**src/rtl/mem_stage.sv**
```systemverilog
// mem_stage: load/store access stage behind the ALU, registered writeback.
// Optional feature macro: MEM_STAGE_MISALIGN_TRAP_EN (misaligned H/W fault).
module mem_stage #(
    parameter int XLEN = 32
) (
    input  logic            clk,
    input  logic            rst_n,
    input  logic            in_valid,
    output logic            in_ready,
    input  logic [XLEN-1:0] in_alu_z,
    input  logic [XLEN-1:0] in_addr,
    input  logic [XLEN-1:0] in_store_data,
    input  logic [2:0]      in_funct3,
    input  logic            in_memread,
    input  logic            in_memwrite,
    input  logic [4:0]      in_rd,
    input  logic            in_regwrite,
    output logic            dmem_req,
    output logic            dmem_we,
    output logic [XLEN-1:0] dmem_addr,
    output logic [3:0]      dmem_be,
    output logic [XLEN-1:0] dmem_wdata,
    input  logic            dmem_gnt,
    input  logic            dmem_rvalid,
    input  logic [XLEN-1:0] dmem_rdata,
    output logic            wb_valid,
    output logic            wb_regwrite,
    output logic [4:0]      wb_rd,
    output logic [XLEN-1:0] wb_data,
    output logic            wb_fault,
    output logic [XLEN-1:0] wb_fault_addr
);

    typedef enum logic [1:0] {
        IDLE = 2'd0,
        REQ  = 2'd1,
        RESP = 2'd2
    } state_t;

    state_t state;
    state_t state_n;

    logic [1:0]      size;
    logic            is_mem;
    logic            illegal;
    logic            misalign;
    logic            fault;
    logic            accept;
    logic            go_mem;
    logic [3:0]      be_n;
    logic [XLEN-1:0] wdata_n;

    logic [4:0]      rd_q;
    logic            regwrite_q;
    logic [2:0]      funct3_q;
    logic [1:0]      off_q;

    logic [7:0]      byte_sel;
    logic [15:0]     half_sel;
    logic [XLEN-1:0] load_val;

    assign size    = in_funct3[1:0];
    assign is_mem  = in_memread | in_memwrite;
    assign illegal = (in_memread & in_memwrite)
                   | (is_mem & ((in_funct3 == 3'b011)
                              | (in_funct3 == 3'b110)
                              | (in_funct3 == 3'b111)));

`ifdef MEM_STAGE_MISALIGN_TRAP_EN
    assign misalign = is_mem & ~illegal
                    & (((size == 2'b01) & in_addr[0])
                     | ((size == 2'b10) & (|in_addr[1:0])));
`else
    assign misalign = 1'b0;
`endif

    assign fault  = illegal | misalign;
    assign accept = in_valid & in_ready;
    assign go_mem = accept & is_mem & ~fault;

    // Lane placement: byte enables and replicated store data by size.
    always_comb begin
        be_n    = 4'b1111;
        wdata_n = in_store_data;
        case (size)
            2'b00: begin
                be_n    = 4'b0001 << in_addr[1:0];
                wdata_n = {4{in_store_data[7:0]}};
            end
            2'b01: begin
                be_n    = in_addr[1] ? 4'b1100 : 4'b0011;
                wdata_n = {2{in_store_data[15:0]}};
            end
            default: begin
                be_n    = 4'b1111;
                wdata_n = in_store_data;
            end
        endcase
    end

    // Load data extraction: lane select then sign/zero extension.
    always_comb begin
        byte_sel = dmem_rdata[7:0];
        case (off_q)
            2'd0:    byte_sel = dmem_rdata[7:0];
            2'd1:    byte_sel = dmem_rdata[15:8];
            2'd2:    byte_sel = dmem_rdata[23:16];
            default: byte_sel = dmem_rdata[31:24];
        endcase
        half_sel = off_q[1] ? dmem_rdata[31:16] : dmem_rdata[15:0];
        case (funct3_q)
            3'b000:  load_val = {{24{byte_sel[7]}}, byte_sel};
            3'b001:  load_val = {{16{half_sel[15]}}, half_sel};
            3'b100:  load_val = {24'd0, byte_sel};
            3'b101:  load_val = {16'd0, half_sel};
            default: load_val = dmem_rdata;
        endcase
    end

    // State register.
    always_ff @(posedge clk) begin
        if (!rst_n) begin
            state <= IDLE;
        end else begin
            state <= state_n;
        end
    end

    // Next-state logic.
    always_comb begin
        state_n = state;
        case (state)
            IDLE: begin
                if (go_mem) begin
                    state_n = REQ;
                end
            end
            REQ: begin
                if (dmem_gnt) begin
                    state_n = dmem_we ? IDLE : RESP;
                end
            end
            RESP: begin
                if (dmem_rvalid) begin
                    state_n = IDLE;
                end
            end
            default: state_n = IDLE;
        endcase
    end

    // Upstream handshake: ready only when idle and out of reset.
    always_comb begin
        in_ready = (state == IDLE) & rst_n;
    end

    // Bus request registers and the per-access context.
    always_ff @(posedge clk) begin
        if (!rst_n) begin
            dmem_req   <= 1'b0;
            dmem_we    <= 1'b0;
            dmem_addr  <= '0;
            dmem_be    <= 4'b0000;
            dmem_wdata <= '0;
            rd_q       <= 5'd0;
            regwrite_q <= 1'b0;
            funct3_q   <= 3'd0;
            off_q      <= 2'd0;
        end else if (go_mem) begin
            dmem_req   <= 1'b1;
            dmem_we    <= in_memwrite;
            dmem_addr  <= {in_addr[XLEN-1:2], 2'b00};
            dmem_be    <= be_n;
            dmem_wdata <= wdata_n;
            rd_q       <= in_rd;
            regwrite_q <= in_regwrite;
            funct3_q   <= in_funct3;
            off_q      <= in_addr[1:0];
        end else if ((state == REQ) && dmem_gnt) begin
            dmem_req <= 1'b0;
        end
    end

    // Writeback record: one-cycle pulse per retired op.
    always_ff @(posedge clk) begin
        if (!rst_n) begin
            wb_valid      <= 1'b0;
            wb_regwrite   <= 1'b0;
            wb_rd         <= 5'd0;
            wb_data       <= '0;
            wb_fault      <= 1'b0;
            wb_fault_addr <= '0;
        end else begin
            wb_valid <= 1'b0;
            if (accept && (!is_mem || fault)) begin
                wb_valid    <= 1'b1;
                wb_rd       <= in_rd;
                wb_regwrite <= in_regwrite & ~fault;
                wb_data     <= fault ? '0 : in_alu_z;
                wb_fault    <= fault;
                if (fault) begin
                    wb_fault_addr <= in_addr;
                end
            end else if ((state == REQ) && dmem_gnt && dmem_we) begin
                wb_valid    <= 1'b1;
                wb_rd       <= rd_q;
                wb_regwrite <= 1'b0;
                wb_fault    <= 1'b0;
            end else if ((state == RESP) && dmem_rvalid) begin
                wb_valid    <= 1'b1;
                wb_rd       <= rd_q;
                wb_regwrite <= regwrite_q;
                wb_data     <= load_val;
                wb_fault    <= 1'b0;
            end
        end
    end

endmodule

```
**config.mk**
```make
export PLATFORM = sky130hd
export DESIGN_NAME = mem_stage
export DESIGN_NICKNAME = d
export VERILOG_FILES = /design/src/rtl/mem_stage.sv
export SDC_FILE = /design/constraint.sdc
export NUM_CORES = 1
export LEC_CHECK = 0
export ABC_AREA = 1
export CORE_UTILIZATION = 47
export CTS_CLUSTER_DIAMETER = 150
export CTS_CLUSTER_SIZE = 40
export DETAILED_ROUTE_END_ITERATION = 7
export GPL_TIMING_DRIVEN = 0
export PLACE_DENSITY = 0.87
export SYNTH_ARGS = -nofsm -noshare
export SYNTH_HDL_FRONTEND = slang
export SYNTH_SLANG_ARGS = --single-unit
```
**constraint.sdc**
```tcl
create_clock -name clk -period 2.1 [get_ports clk]
set_input_delay 0.42 -clock clk [delete_from_list [all_inputs] [get_ports clk]]
set_output_delay 0.42 -clock clk [all_outputs]
set_load 0.01 [all_outputs]
```
# --- Word level (Yosys, flattened, before mapping) ---
# Index checks and enable logic that the tools add are counted.
word_totals:
  reg_bits: 153
  in_bits: 144
  out_inout_bits: 143
  word_cells: 89
op_classes:
  n_eq_ne: 15
  shift: 1
  mux: 29
  bitwise_logic: 12
  n_reduce_logical: 16
op_table:
  columns: ["cell", "n"]
  rows:
  - ["$mux 32", 4]
  - ["$pmux 32 s4", 1]
  - ["$pmux 32 s2", 1]
  - ["$pmux 8 s3", 1]
  - ["$mux 16", 1]
  - ["$mux 5", 3]
  - ["$eq 3x3->1 const B", 4]
  - ["$mux 1", 11]
  - ["$mux 2", 4]
  - ["$ne 2x2->1 const B", 4]
  - ["$pmux 4 s2", 1]
  - ["$and 1x1->1", 7]
  - ["$eq 2x1->1 const B", 3]
  - ["$logic_not 2->1", 3]
  - ["$pmux 2 s3", 1]
  - ["$eq 2x2->1 const B", 2]
  - ["$logic_and 1x1->1", 4]
  - ["$mux 4", 1]
  - ["$or 1x1->1", 4]
  - ["$reduce_and 2->1", 2]
  - ["$reduce_bool 2->1", 2]
  - ["$shl 1x2->4 const A", 1]
  - ["$eq 3x1->1 const B", 1]
  - ["$eq 3x2->1 const B", 1]
  - ["6 further kinds", 6]

# --- Logic depth before layout (Yosys ltp) ---
logic_depth:
  word_depth: 9
  depth_mapped: 9
  ltp_nobuf: 9

# --- Worst setup path after synthesis ---
# Ideal clock, no wire load.
synth_path:
  kind: "input to register"
  from: "input port in_funct3[0]"
  to: "register wb_data[13]"
  setup_ns: 0.070
  arrival_ns: 1.361
  required_time_ns: 2.030
  path_slack_ns: 0.669
  cell_stages: 6
  path_buffers: 1
  cell_sequence: "o21ai_1 nand3_2 nand2_2 clkbuf_1 nand3_1 a21oi_1"
synth_between:
  elab_chain_len: 9
  word_cells_on_any_way: 14
  cone_classes: "4 x eq/ne; 2 x mux; 4 x bitwise; 4 x reduce/logical"
synth_lines:
  columns: ["item", "line", "source"]
  rows:
  - ["start, declared", "13", "input logic [2:0] in_funct3,"]
  - ["$eq 3x2->1 or $eq 3x3->1 (tied branches)", "65, 66", null]
  - ["$or 1x1->1", "66", "| (in_funct3 == 3'b110)"]
  - ["$or 1x1->1 *", "67", "| (in_funct3 == 3'b111)));"]
  - ["$and 1x1->1 *", "65", "| (is_mem & ((in_funct3 == 3'b011)"]
  - ["$or 1x1->1 *", "65", null]
  - ["$logic_or 1x1->1", "195", "if (accept && (!is_mem || fault)) begin"]
  - ["$logic_and 1x1->1", "195", null]
  - ["$ne 2x2->1 (no line) or $reduce_bool 2->1 (tied branches)", null, null]
  - ["$reduce_and 2->1 (no line)", null, null]
  - ["end signal, assigned", "199", "wb_data <= fault ? '0 : in_alu_z;"]
  - ["end signal, assigned", "213", "wb_data <= load_val;"]
  - ["end, declared", "29", "output logic [XLEN-1:0] wb_data,"]
# Every way passes the cells marked *; elsewhere a longest branch is shown, timed or not.
# A chain may end at the register's enable or synchronous reset.

# --- Worst setup path after layout ---
layout_path:
  from: "input port rst_n"
  to: "register wb_fault_addr[0]"
layout_between:
  elab_chain_len: 4
layout_lines:
  columns: ["item", "line", "source"]
  rows:
  - ["start, declared", "7", "input logic rst_n,"]
  - ["$and 1x1->1", "154", "in_ready = (state == IDLE) & rst_n;"]
  - ["$and 1x1->1", "78", "assign accept = in_valid & in_ready;"]
  - ["$logic_and 1x1->1", "195", null]
  - ["$reduce_and 2->1 (no line)", null, null]
  - ["end signal, assigned", "202", "wb_fault_addr <= in_addr;"]
  - ["end, declared", "31", "output logic [XLEN-1:0] wb_fault_addr"]
# Parallel ways exist; a longest one is shown, timed or not.

==> flow_metrics.tcl <==
set metrics [dict create \
    status "completed" \
    tns_ns 0 \
    yosys.area.top_type "dfxtp_1" \
    grt_pass1_vias 7534 \
    die-area_sq_mm 0.0151 \
    seq_area_sq_mm 0.00306 \
    synth_area_leaders "dfxtp_1 44%, nand2_1 11%, nor2_1 8.3%, o21ai_0 7.2%, a21oi_1 7.0%" \
    pwr_density_cell_mw_per_mm2 718 \
    cp-end-kind "flip-flop" \
    cts-root-buf "clkbuf_16" \
    ff2ff_path_depth 9 \
    rrSetupSlack_ns 0.41 \
    rsz0062_at_grt "no" \
    maxCapViolCount 0 \
    wl_per_cell_microns 17.0 \
    slew_headroom 0.578 \
    min_to "dmem_wdata[1]$_SDFFE_PN0P_" \
    synthesis.area_sq_mm 0.00689 \
    io_buffers 284 \
    critPathArrivalTime_ns 2.25 \
    synthFlopType "dfxtp_1" \
    worstMarginPinSlew_ns 0.634 \
    period_needed_ns 1.90 \
    timing.rr.start "funct3_q[1]$_SDFFE_PN0P_" \
    slowest_delay_ns 0.56 \
    drv_slew 0 \
    critPathBufInv 3 \
    multiInputGateArea_sq_mm 0.00335 \
    crit_path_max_fanout 10 \
    dieHeight_microns 123 \
    clockBufferDepth 2 \
    drive_gt1_frac 0.0708 \
    synthArstFlopShare 0 \
    hold_viol 0 \
    antenna_left 0 \
    post_drt_via_cell_ratio 5.38 \
    fin_util 0.747 \
    synth.avg_cell_area_sq_um 6.91 \
    critical-path-top-delay-family "buffers and inverters" \
    row_count 43 \
    finalCritPeriodShare 0.904 \
    finClkSkew_ns 0.00837 \
    crit_type "input port to flip-flop" \
    nNetsFinal 1445 \
    synth_seq_cells 153 \
    required_ns 2.46 \
    cts_buffers 17 \
    synth_cell_type_count 30 \
    grt_overflow 0 \
    yosysSeqAreaShare 0.445 \
    peakVddDrop_mv 0.515 \
    fmax_mhz 527 \
    crit_path_start_kind "input port" \
    ios 287 \
    track_usage 0.334 \
    drcViolationCount 0 \
    hold_path_class "flip-flop to flip-flop" \
    fp.coreArea_sq_mm 0.0141 \
    synth_cells 997 \
    hold_path_depth 2 \
    dp_hpwl_microns 19100 \
    hold_buffers 0 \
    cts_tree "yes" \
    synth_top_area_share 0.445 \
    cts.sinks 153 \
    first_pass_iters 6 \
    yosysMostFrequentCell "nand2_1" \
    ys_warn_count 0 \
    post_cts_buffers 0 \
    p_leak_nw 4.25 \
    clk_latency_ns 0.43 \
    vias 8034 \
    setup_viol 0 \
    die_x_microns 123 \
    num_antenna_cells 0 \
    globalplace.congestion 0.926 \
    totalWireLength_microns 25500 \
    fillers 1113 \
    areaGrowthSynthToFinish_pct 52.7 \
    r2r_end "wb_data[13]$_SDFFE_PN0P_" \
    startpoint "rst_n" \
    synthTopCellsByCount "210 x nand2_1, 153 x dfxtp_1, 153 x nor2_1" \
    start_util 0.489 \
    path_cells "clkdlybuf4s50_1 > clkbuf_2 > clkbuf_1 > o21ai_0 > a21oi_1" \
    path_clk_slew_ns 0.06 \
    synth_edf_count 0 \
    htree_levels 4 \
    grt_max_degree 17 \
    crit_path_top_delay_cell "clkdlybuf4s50_1" \
    drtIter0Drc 542 \
    antenna_found_initial 0 \
    grt_pass1_wl_microns 38500 \
    hp-start "dmem_wdata[1]$_SDFFE_PN0P_" \
]
[worst reg2reg max path, cell delays in order (launching register included)]
cell	delay [ns]
dfxtp_1	0.29
buf_2	0.19
inv_2	0.13
nand2_1	0.07
nor2_1	0.09
nand3_1	0.23
buf_2	0.27
nand2_1	0.08
nand3_1	0.12
a21oi_1	0.16
[power breakdown]
group          switching, mW  leakage [nW]  internal (mW)
sequential            0.0950          1.25           3.07
combinational          0.748          2.74          0.750
clock                   1.27         0.261           1.62
[worst max path at each step]
stage,to,slack [ns],depth (start not counted)
floorplan,wb_data[13]$_SDFFE_PN0P_,0.67,6
global placement,dmem_wdata[14]$_SDFFE_PN0P_,-0.27,5
detailed placement,wb_fault_addr[1]$_SDFFE_PN0P_,-0.33,5
CTS,wb_fault_addr[0]$_SDFFE_PN0P_,0.03,5
global route,wb_data[26]$_SDFFE_PN0P_,0.08,7
finish,wb_fault_addr[0]$_SDFFE_PN0P_,0.20,5
[repair_timing]
item	in CTS	in global routing
endpoints found under the setup margin	1	10
cloned	0	0
resized for setup	1	2
[kinds of logic after synthesis]
family                 after synthesis  synth area share
and+or+nand+nor                    481             0.297
AOI/OAI and AO/OA                  253             0.187
DFF                                153             0.445
buffers and inverters              109            0.0705
other                                1          0.000544
[area by class of cell]
class	count	area share
Buffer	71	0.0327
Clock buffer	21	0.0447
Clock inverter	11	0.00868
Inverter	38	0.0136
Multi-Input combinational cell	736	0.318
Sequential cell	153	0.291
Tap cell	180	0.0214
Timing Repair Buffer	284	0.270
[state kept, by name, summed over array words and instances, names as in the netlist]
name,flops
wb_data,32
wb_fault_addr,32
dmem_req,1
dmem_wdata,32
off_q,2
wb_regwrite,1
wb_fault,1
wb_valid,1
dmem_we,1
wb_rd,5
state,2
regwrite_q,1
dmem_be,4
rd_q,5
dmem_addr,30
funct3_q,3
[cells in the final DEF, fill, tap and decap left out, drive strengths merged, types with 2 or more instances in the layout]
cell type      synthesis  routed
clkinv                 1       5
o211ai                 7       7
buf                   35      35
clkinvlp               0       5
nor3                   3       3
a21oi                 96      96
o21ai                147     147
nand2                212     212
clkbuf                36      57
nor2                 155     155
dfxtp                153     153
conb                   1       2
clkdlybuf4s50          0     283
inv                   37      39
and2                  31      31
nand3                 65      65
or2                   13      13
a211oi                 2       2
[layer usage]
metal | wire length [microns] | global-route usage
met4 | 943 | 0.160
met2 | 11900 | 0.556
met1 | 9920 | 0.396
met5 | 0 | 0
met3 | 2740 | 0.0955
[metrics by stage]
stage / cell area [sq um] / setup WS (ns) / hold WS, ns / total power [mW] / instances
detailed placement: 9960 / -0.329 / 0.456 / 4.70 / 1462
floorplan: 6890 / 0.669 / 0.479 / 3.88 / 998
global route: 10500 / 0.0806 / 0.476 / 7.86 / 1494
global placement: 9960 / -0.272 / 0.448 / 4.68 / 1462
finish: 10500 / 0.202 / 0.461 / 7.56 / 1494
CTS: 10500 / 0.0251 / 0.463 / 7.57 / 1494
No activity file was read; power rests on OpenSTA's default activity.
